--- src/rtl/systolic_is_ctrl.sv ---
// Tile-job sequencer for the input-stationary systolic array: clear, activation preload,
// weight streaming, pipeline flush and result drain, with feeder/sink handshakes.
module systolic_is_ctrl #(
    parameter  int ROWS    = 4,
    parameter  int COLS    = 4,
    parameter  int K_W     = 16,
    parameter  int WIDTH_T = 2,
    localparam int CNT_W   = $clog2((1 << K_W) + ROWS + COLS)
) (
    input  logic               clk,
    input  logic               rst_n,
    input  logic               start,
    input  logic               abort,
    input  logic [K_W-1:0]     cfg_k,
    input  logic [WIDTH_T-1:0] cfg_thres,
    input  logic               in_valid,
    output logic               in_ready,
    input  logic               out_ready,
    output logic               out_valid,
    output logic               pipeline_en,
    output logic               reg_clear,
    output logic               cell_sc_en,
    output logic               cscan_en,
    output logic               c_switch,
    output logic [WIDTH_T-1:0] Thres,
    output logic               busy,
    output logic               done,
    output logic               err
);

    typedef enum logic [2:0] {
        IDLE, CLEAR, PRELOAD, COMPUTE, FLUSH, DRAIN, DONE, ABORT
    } state_t;

    localparam int FLUSH_LEN = ROWS + COLS - 2;
    localparam logic [CNT_W-1:0] ROWS_LAST  = CNT_W'(ROWS - 1);
    localparam logic [CNT_W-1:0] COLS_LAST  = CNT_W'(COLS - 1);
    localparam logic [CNT_W-1:0] FLUSH_LAST = CNT_W'((FLUSH_LEN > 0) ? FLUSH_LEN - 1 : 0);

    state_t           state, state_next;
    logic [CNT_W-1:0] cnt, cnt_next;
    logic [K_W-1:0]   k_reg;
    logic [CNT_W-1:0] k_last;
    logic             accept;

    assign accept = (state == IDLE) && start && (cfg_k != '0);
    assign k_last = CNT_W'(k_reg) - CNT_W'(1);

    always_ff @(posedge clk or negedge rst_n) begin
        if (!rst_n) begin
            state <= IDLE;
            cnt   <= '0;
            k_reg <= '0;
            Thres <= '0;
            err   <= 1'b0;
        end else begin
            state <= state_next;
            cnt   <= cnt_next;
            err   <= (state == IDLE) && start && (cfg_k == '0);
            if (accept) begin
                k_reg <= cfg_k;
                Thres <= cfg_thres;
            end
        end
    end

    // Beat counter doubles as phase counter; it is cleared on every phase change.
    always_comb begin
        state_next = state;
        cnt_next   = cnt;
        case (state)
            IDLE: begin
                if (accept) state_next = CLEAR;
            end
            CLEAR: begin
                state_next = PRELOAD;
                cnt_next   = '0;
            end
            PRELOAD: begin
                if (in_valid) begin
                    if (cnt == ROWS_LAST) begin
                        state_next = COMPUTE;
                        cnt_next   = '0;
                    end else begin
                        cnt_next = cnt + CNT_W'(1);
                    end
                end
            end
            COMPUTE: begin
                if (in_valid) begin
                    if (cnt == k_last) begin
                        state_next = (FLUSH_LEN == 0) ? DRAIN : FLUSH;
                        cnt_next   = '0;
                    end else begin
                        cnt_next = cnt + CNT_W'(1);
                    end
                end
            end
            FLUSH: begin
                if (cnt == FLUSH_LAST) begin
                    state_next = DRAIN;
                    cnt_next   = '0;
                end else begin
                    cnt_next = cnt + CNT_W'(1);
                end
            end
            DRAIN: begin
                if (out_ready) begin
                    if (cnt == COLS_LAST) begin
                        state_next = DONE;
                        cnt_next   = '0;
                    end else begin
                        cnt_next = cnt + CNT_W'(1);
                    end
                end
            end
            DONE: begin
                state_next = IDLE;
            end
            ABORT: begin
                state_next = IDLE;
                cnt_next   = '0;
            end
            default: begin
                state_next = IDLE;
                cnt_next   = '0;
            end
        endcase
        // Cancel overrides every other transition; the ABORT cycle issues the array clear.
        if (abort && (state != IDLE) && (state != ABORT)) begin
            state_next = ABORT;
            cnt_next   = '0;
        end
    end

    assign busy        = (state != IDLE);
    assign reg_clear   = (state == CLEAR) || (state == ABORT);
    assign cscan_en    = (state == PRELOAD);
    assign in_ready    = (state == PRELOAD) || (state == COMPUTE);
    assign cell_sc_en  = (state == PRELOAD) && (cnt == '0) && in_valid;
    assign c_switch    = (state == DRAIN);
    assign out_valid   = (state == DRAIN);
    assign done        = (state == DONE) && !abort;
    assign pipeline_en = ((state == COMPUTE) && in_valid) || (state == FLUSH) ||
                         ((state == DRAIN) && out_ready);

endmodule

--- config.mk ---
export PLATFORM = sky130hd
export DESIGN_NAME = systolic_is_ctrl
export DESIGN_NICKNAME = d
export VERILOG_FILES = /design/src/rtl/systolic_is_ctrl.sv
export SDC_FILE = /design/constraint.sdc
export NUM_CORES = 1
export LEC_CHECK = 0
export ABC_AREA = 1
export BUFFER_PORTS_ARGS = -buffer_cell sky130_fd_sc_hd__buf_4
export CORE_MARGIN = 1.5
export CORE_UTILIZATION = 60
export CTS_BUF_LIST = sky130_fd_sc_hd__clkbuf_8
export DETAILED_ROUTE_END_ITERATION = 7
export PLACE_DENSITY = 0.9
export SLEW_MARGIN = 30
export SYNTH_ARGS = -nofsm -noshare
export SYNTH_HDL_FRONTEND = slang
export SYNTH_SLANG_ARGS = --single-unit
export TNS_END_PERCENT = 20
--- constraint.sdc ---
create_clock -name clk -period 5.12 [get_ports clk]
set_input_delay 1.024 -clock clk [delete_from_list [all_inputs] [get_ports clk]]
set_output_delay 1.024 -clock clk [all_outputs]
set_load 0.01 [all_outputs]
Word level (Yosys, flattened, before mapping)
Index checks and enable logic that the tools add are counted.
{ "totals": {"inputBits": 24, "word_cells": 69, "output_inout_bits": 12, "reg_bits": 39} }
{ "op_classes": {"n_mux": 18, "eq_ne": 19, "reduce_logical": 25, "add_sub_neg": 2} }
{ "ops": {"columns": ["operator", "n"], "rows": [
  ["two-way mux 17 bit", 7],
  ["one-hot mux 17 bit (5 select lines)", 1],
  ["two-way mux 3 bit", 9],
  ["one-hot mux 3 bit (7 select lines)", 1],
  ["adder 17 x 1 -> 17 bit (second input constant)", 1],
  ["equality test 17 bit", 1],
  ["equality test 17 x 2 -> 1 bit (second input constant)", 1],
  ["equality test 17 x 3 -> 1 bit (second input constant)", 1],
  ["logical NOT 17 bit", 1],
  ["subtractor 16 x 1 -> 17 bit (second input constant)", 1],
  ["logical NOT 16 bit", 1],
  ["nonzero test 16 bit", 1],
  ["equality test 3 bit (second input constant)", 4],
  ["!= test 3 bit (second input constant)", 4],
  ["logical AND 1 bit", 10],
  ["!= test 3 x 2 -> 1 bit (second input constant)", 3],
  ["AND reduction 8 bit", 1],
  ["equality test 3 x 2 -> 1 bit (second input constant)", 2],
  ["!= test 3 x 1 -> 1 bit (second input constant)", 2],
  ["nonzero test 6 bit", 1],
  ["logical OR 1 bit", 4],
  ["AND reduction 4 bit", 1],
  ["OR reduction 2 bit", 2],
  ["equality test 3 x 1 -> 1 bit (second input constant)", 1],
  ["other kinds (3)", 3]
]} }

Depth between registers and ports, before layout
Gate-level depths: netlist of run 1.
{ "logic_depth": {"depth_word": 6, "mapped_depth": 16, "depth_no_buf": 16} }

Least setup slack after synthesis of run 1
Ideal clock, no wire load.
{ "synth_timing": {"kind": "input to output", "start": "in in_valid", "end": "out cell_sc_en", "t_required_ns": 4.096, "n_path_buf": 0, "path_stages": 2, "t_arrival_ns": 1.461, "setup_slack_ns": 2.635, "cell_sequence": "nand4_1 > nor4_1"} }
{ "synth_via": {"elab_chain_len": 1} }
{ "synth_rtl": {"columns": ["item", "line_no", "text"], "rows": [
  ["from (decl)", "16", "input logic in_valid,"],
  ["logical AND 1 bit", "140", "assign cell_sc_en = (state == PRELOAD) && (cnt == '0) && in_valid;"],
  ["to (decl)", "22", "output logic cell_sc_en,"]
]} }
Every way passes these cells.

Worst setup path in the final report of run 1
{ "layout_timing": {"start": "reg cnt[11]", "end": "out cell_sc_en"} }
{ "layout_via": {"elab_chain_len": 3} }
{ "layout_rtl": {"columns": ["item", "line_no", "text"], "rows": [
  ["from (decl)", "41", "logic [CNT_W-1:0] cnt, cnt_next;"],
  ["from (signal assigned)", "58", "cnt <= cnt_next;"],
  ["logical NOT 17 bit", "140", null],
  ["logical AND 1 bit (2 in series)", "140", null]
]} }
Every way passes these cells.

==> summary.md, run 1 <==
| Metric | Value |
|---|---|
| Clock sink count | 39 |
| Gr usage total | 0.282 |
| VDD IR-drop max | 0.339 mV |
| Worst path slowest cell | dfrtp_1 |
| Yosys reg bits | 39 |
| Post-CTS setup buffers | 0 |
| WL met3 | 237 um |
| Status | finished clean |
| WL met1 | 3100 um |
| Vias in the first global route | 2,783 |
| Area of the core | 0.00482 mm^2 |
| Internal | 0.812 mW |
| Post-Synth Adder-Cell Area | 0.0164 |
| Hold_buf cts | 0 |
| Power Total | 1.66 mW |
| Critical path's largest stage delay | 460 ps |
| YS warnings | 0 |
| Die height | 74.2 um |
| Die W | 74.2 um |
| Initial core utilization | 0.632 |
| Max Fclk | 0.356 GHz |
| Gate power share | 0.571 |
| CTS tree | done |
| Final non-filler cell total | 554 |
| Tcrit/Tclk final | 0.549 |
| Yosys cell types | 32 |
| Crit Path Class | reg2out |
| Ports | 36 |
| Final design instance area without fill | 0.00339 mm^2 |
| Initial antenna violation count | 0 |
| PD cells | 488 mW/mm^2 |
| Compound-Gate Fraction of Synth Area | 0.0477 |
| Final WL | 6900 um |
| Setup TNS | 0 ps |
| Routed len/inst | 12.5 um |
| Mapped Area | 0.00305 mm^2 |
| Critical Path Sink Type | output port |
| Final worst path period need | 2810 ps |
| Setup repair after global routing missed its margin | no |
| Least-Margin Pin Slew | 886 ps |
| Simple-gate share of the synthesized area | 0.457 |
| Relative slew margins | 0.408 |
| Layout Nets | 514 |
| Net Sw Power | 0.845 mW |
| Sequential share of the synthesized area | 0.320 |
| Worst skew pair latency | 290 ps |
| Vias per cell | 5.28 |
| Drt first pass iters | 4 |
| Met2 wire len | 3400 um |
| Detailed-route via count | 2,927 |
| Placed inst area | 0.00331 mm^2 |
| Mapped Cells | 456 |
| Reg clk slew, reported paths | 80 ps |
| DPL Wire Length | 5350 um |
| Clock Power Share | 0.119 |
| Combinational family with the most area after synthesis | simple AND/OR/NAND/NOR gates |
| TritonCTS Buffers | 5 |
| Cts repair resizes | 0 |
| GRT overflow | 0 |
| Final slew viol count | 0 |
| Final setup fails | 0 |
| Gpl congestion | 0.900 |
| CP Launch Type | register |
| Worst path bufs/invs | 2 |
| FP Rows | 25 |
| Top routing layer in use | met4 |
| First-pass GRT wire length | 12,100 um |
| Clock Skews | 11.4 ps |
| Worst hold path class | reg2reg |
| Critical Path, Cell by Cell | inv_1 -> nand3_1 -> nor2_1 -> nand4_1 -> nor4_1 -> buf_4 |
| P&R area growth vs syn | 11.4% |
| Worst path required time | 4100 ps |
| Syn Nets | 484 |
| Hold Vio Cnt, Final | 0 |
| H-Tree Depth | 2 |
| Worst EP arrival | 1790 ps |
| Antenna diodes | 0 |
| Largest net degree at the start of global routing | 40 |
| Routed Antenna Nets | 0 |
| Total of max-cap violations | 0 |
| Clock root cell | clkbuf_8 |
| PortBufs | 35 |
| Post-synthesis mux area share | 0 |
| Leak | 1.76 nW |
| Longest Clk Path Bufs | 2 |
| Cell family with most CP delay | simple AND/OR/NAND/NOR gates |
| Max reg flops | 17 |
| Sw frac | 0.510 |
| Xor/xnor share of the synthesized area | 0.0575 |
| CP Max Fanout | 6 |
| DRC | 0 |
| Syn_area_per_cell | 6.68 um^2 |
| Fill cells | 418 |
| Placed cell count | 546 |
| Share of layout cells above drive strength 1 | 0.154 |
| Seq pwr share | 0.310 |
| Die area | 0.00551 mm^2 |
| Starting DRT DRC Count | 211 |
stage by stage:
step,hold slack [ps],utilization,setup WS (ps)
2_1_floorplan,485,-,2630
3_3_place_gp,465,0.687,2180
3_5_place_dp,460,0.687,2050
4_1_cts,477,0.704,2330
5_1_grt,503,0.704,2080
6_report,475,0.704,2310
synth_stat cells:
library cell | n | area share
nor2_2 | 6 | 0.012
o21ai_1 | 2 | 0.0033
nor2_4 | 4 | 0.015
buf_4 | 2 | 0.0049
o22ai_1 | 1 | 0.0021
nand2_1 | 155 | 0.19
o21ai_0 | 21 | 0.035
ha_1 | 4 | 0.016
nor3_2 | 2 | 0.0066
o21bai_4 | 1 | 0.0062
nor3b_1 | 1 | 0.0025
buf_2 | 5 | 0.0082
nor3_1 | 9 | 0.015
nand3_1 | 31 | 0.051
dfrtp_1 | 39 | 0.32
xor2_1 | 15 | 0.043
nand2_2 | 6 | 0.012
and2_1 | 1 | 0.0021
xnor2_1 | 5 | 0.014
nor2_1 | 44 | 0.054
a21oi_1 | 1 | 0.0016
nand3b_2 | 1 | 0.0037
buf_6 | 3 | 0.011
nor3_4 | 1 | 0.0053
nand3b_1 | 11 | 0.027
nand3_2 | 10 | 0.033
inv_2 | 3 | 0.0037
nand4_1 | 7 | 0.014
clkbuf_1 | 2 | 0.0025
or2_1 | 1 | 0.0021
inv_1 | 57 | 0.070
nor4_1 | 5 | 0.010
routing by layer:
layer  GRT usage  vias up
li1            -     1489
met1       0.355     1367
met2       0.482       57
met3      0.0515       14
met4       0.107        0
met5           0        -
cells in the final DEF, fill, tap and decap left out, types with 7 or more instances in the layout:
cell type	netlist	layout
nand3_2	10	10
inv_1	57	59
o21ai_0	21	21
nand3_1	31	31
nand4_1	7	7
nand3b_1	11	11
nor3_1	9	9
buf_4	2	35
dfrtp_1	39	39
nand2_1	155	155
xor2_1	15	15
nor2_1	44	44
cells by family after synthesis:
kind of cell,count (synthesis)
XOR/XNOR,20
flip-flops,39
buffers and inverters,72
AND/OR/NAND/NOR,295
adder cells (fa/ha/maj),4
AO/OA/AOI/OAI,26
worst paths after layout:
| kind | from | cells past startpoint | to | slack (ps) |
|---|---|---|---|---|
| max | cnt[11] | 6 | cell_sc_en | 2310 |
| max in group asynchronous | rst_n | 1 | cnt[1] | 4080 |
| max reg2reg | state[2] | 10 | state[2] | 2340 |
| min | Thres[1] | 2 | Thres[1] | 470 |
| min reg2reg | Thres[1] | 2 | Thres[1] | 470 |
| min in group asynchronous | rst_n | 1 | k_reg[15] | 700 |
power groups by stage:
stage,registers [mW],logic (mW),clock network [mW]
after floorplan,0.487,0.761,0
after global placement,0.516,0.912,0
after detailed placement,0.518,0.941,0
after CTS,0.512,0.944,0.201
after global routing,0.531,1.07,0.214
final,0.514,0.946,0.197
worst reg2reg max path: stages (launching register included):
cell	delay, ps
dfrtp_1	460
nor3_1	470
inv_1	230
nor2_1	130
and2_1	710
o21ai_0	250
nor2_1	130
nand2_1	110
nand2_1	110
nand2_1	60
nand2_1	60
area by class of cell:
type                            instances  area [um^2]  share of cell area
Clock inverter                          3         12.5             0.00369
Tap cell                               67         83.8              0.0247
Sequential cell                        39          976               0.288
Clock buffer                            5         68.8              0.0203
Timing Repair Buffer                   35          263              0.0775
Inverter                               60          225              0.0664
Multi-Input combinational cell        345         1760               0.520
(Power assumes the default switching activity.)
==> run 2: changes to the inputs <==
clock period = 2.6 ns   (was 5.12 ns; I/O delays follow)
==> summary.md, run 2 (synthesis results as in run 1) <==
| Metric | Value |
|---|---|
| Starting DRT DRC Count | 184 (was 211) |
| Drt first pass iters | 5 (was 4) |
| Relative slew margins | 0.415 (was 0.408) |
| FP Rows | 25 (unchanged) |
| Critical path's largest stage delay | 380 ps (was 460 ps) |
| Least-Margin Pin Slew | 874 ps (was 886 ps) |
| CP Launch Type | register (unchanged) |
| Routed len/inst | 13.6 um (was 12.5 um) |
| Initial antenna violation count | 0 (unchanged) |
| PD cells | 1020 mW/mm^2 (was 488 mW/mm^2) |
| Status | finished clean (unchanged) |
| Final setup fails | 0 (unchanged) |
| Max reg flops | 17 (unchanged) |
| Setup TNS | 0 ps (unchanged) |
| GRT overflow | 0 (unchanged) |
| Clock sink count | 39 (unchanged) |
| Die area | 0.00551 mm^2 (unchanged) |
| Initial core utilization | 0.632 (unchanged) |
| Hold_buf cts | 0 (unchanged) |
| Critical Path, Cell by Cell | inv_1 -> ha_1 -> nand2_2 -> nor2_4 -> nand2_1 -> nand2_1 -> nand2_1 -> inv_2 -> nand2_1 -> nor2_2 -> nand3_2 -> o21bai_4 -> nand2_2 -> nand3b_1 -> nand2_1 (was inv_1 -> nand3_1 -> nor2_1 -> nand4_1 -> nor4_1 -> buf_4) |
| Worst path required time | 2790 ps (was 4100 ps) |
| Worst path bufs/invs | 2 (unchanged) |
| Worst path slowest cell | dfrtp_1 (unchanged) |
| PortBufs | 35 (unchanged) |
| Routed Antenna Nets | 0 (unchanged) |
| Tcrit/Tclk final | 0.924 |
| Worst EP arrival | 2590 ps (was 1790 ps) |
| DPL Wire Length | 5550 um (was 5350 um) |
| Most frequent CP cell | nand2_1 |
| Critical Path Sink Type | register (was output port) |
| Area of the core | 0.00482 mm^2 (unchanged) |
| Layout Nets | 516 (was 514) |
| First-pass GRT wire length | 12,500 um (was 12,100 um) |
| Smallest setup slack after layout | 198 ps (was 2310 ps) |
| Antenna diodes | 0 (unchanged) |
| Worst hold path class | in2async (was reg2reg) |
| CTS tree | done (unchanged) |
| Detailed-route via count | 3,021 (was 2,927) |
| Share of layout cells above drive strength 1 | 0.160 (was 0.154) |
| Max Fclk | 0.416 GHz |
| Die W | 74.2 um (unchanged) |
| Die height | 74.2 um (unchanged) |
| Most frequent cells in the layout | nand2_1, inv_1, nor2_1 (unchanged) |
| Final WL | 7590 um (was 6900 um) |
| Vias in the first global route | 2,871 (was 2,783) |
| P&R area growth vs syn | 13.6% (was 11.4%) |
| CP Max Fanout | 17 (was 6) |
| Vias per cell | 5.43 (was 5.28) |
| Final slew viol count | 0 (unchanged) |
| Post-CTS setup buffers | 0 (unchanged) |
| Clock Skews | 9.60 ps (was 11.4 ps) |
| Worst skew pair latency | 300 ps (was 290 ps) |
| Worst hold slack | 184 ps (was 475 ps) |
| Final worst path period need | 2400 ps |
| Cts repair resizes | 0 (unchanged) |
| DRC | 0 (unchanged) |
| Cell family with most CP delay | simple AND/OR/NAND/NOR gates (unchanged) |
| TritonCTS Buffers | 5 (unchanged) |
| Crit Path Class | reg2reg (was reg2out) |
| Gpl congestion | 0.966 (was 0.900) |
| VDD IR-drop max | 0.775 mV (was 0.339 mV) |
| Most common cell after layout, fill and taps aside | nand2_1 (unchanged) |
| Largest net degree at the start of global routing | 40 (unchanged) |
| DP Worst Slack | 227 ps (was 2050 ps) |
| Clock root cell | clkbuf_8 (unchanged) |
| Total of max-cap violations | 0 (unchanged) |
| Hold Vio Cnt, Final | 0 (unchanged) |
| Leak | 1.79 nW (was 1.76 nW) |
| H-Tree Depth | 2 (unchanged) |
| Longest Clk Path Bufs | 2 (unchanged) |
| Gr usage total | 0.293 (was 0.282) |
| Reg clk slew, reported paths | 80 ps (about the same) |
| Setup repair after global routing missed its margin | no (unchanged) |
| Ports | 36 (unchanged) |
## run 2: report_power, final
group,switching [mW],leakage (nW),internal (mW)
logic,1.26,1.21,0.639
registers,0.235,0.505,0.787
clock network,0.224,0.0695,0.380
## run 2: stage by stage
step | std cells | utilization | power [mW] | cell area (um^2)
floorplan | 456 | - | 2.46 | 3050
global placement | 548 | 0.690 | 2.80 | 3330
detailed placement | 548 | 0.690 | 2.87 | 3330
CTS | 556 | 0.718 | 3.50 | 3460
global route | 556 | 0.718 | 3.80 | 3460
finish | 556 | 0.718 | 3.53 | 3460
## run 2: final timing paths
kind                                    from         to  slack [ps]  depth (start not counted)
worst min register to register      Thres[0]   Thres[0]         490                          2
worst min-delay path                   rst_n  k_reg[15]         180                          1
worst max register to register      k_reg[0]     cnt[8]         200                         15
max in group asynchronous              rst_n     cnt[5]        2050                          1
min in group clk                cfg_thres[1]   Thres[1]         420                          3
worst max-delay path                k_reg[0]     cnt[8]         200                         15
## run 2: cell type report
type                    instances  area (um^2)
well taps                      67         83.8
multi-input cells             345         1760
clock inverters                 3         63.8
fillers                       405         1360
clock buffers                   5         68.8
repair buffers                 37          278
inverters                      60          225
flip-flops and latches         39          976
## run 2: per-layer routing
layer / track usage / vias to the layer above / part of all wire
met5: 0 / - / 0
met4: 0.119 / 0 / 0.023
met3: 0.0501 / 22 / 0.050
met2: 0.509 / 104 / 0.51
met1: 0.360 / 1409 / 0.41
li1: - / 1486 / -
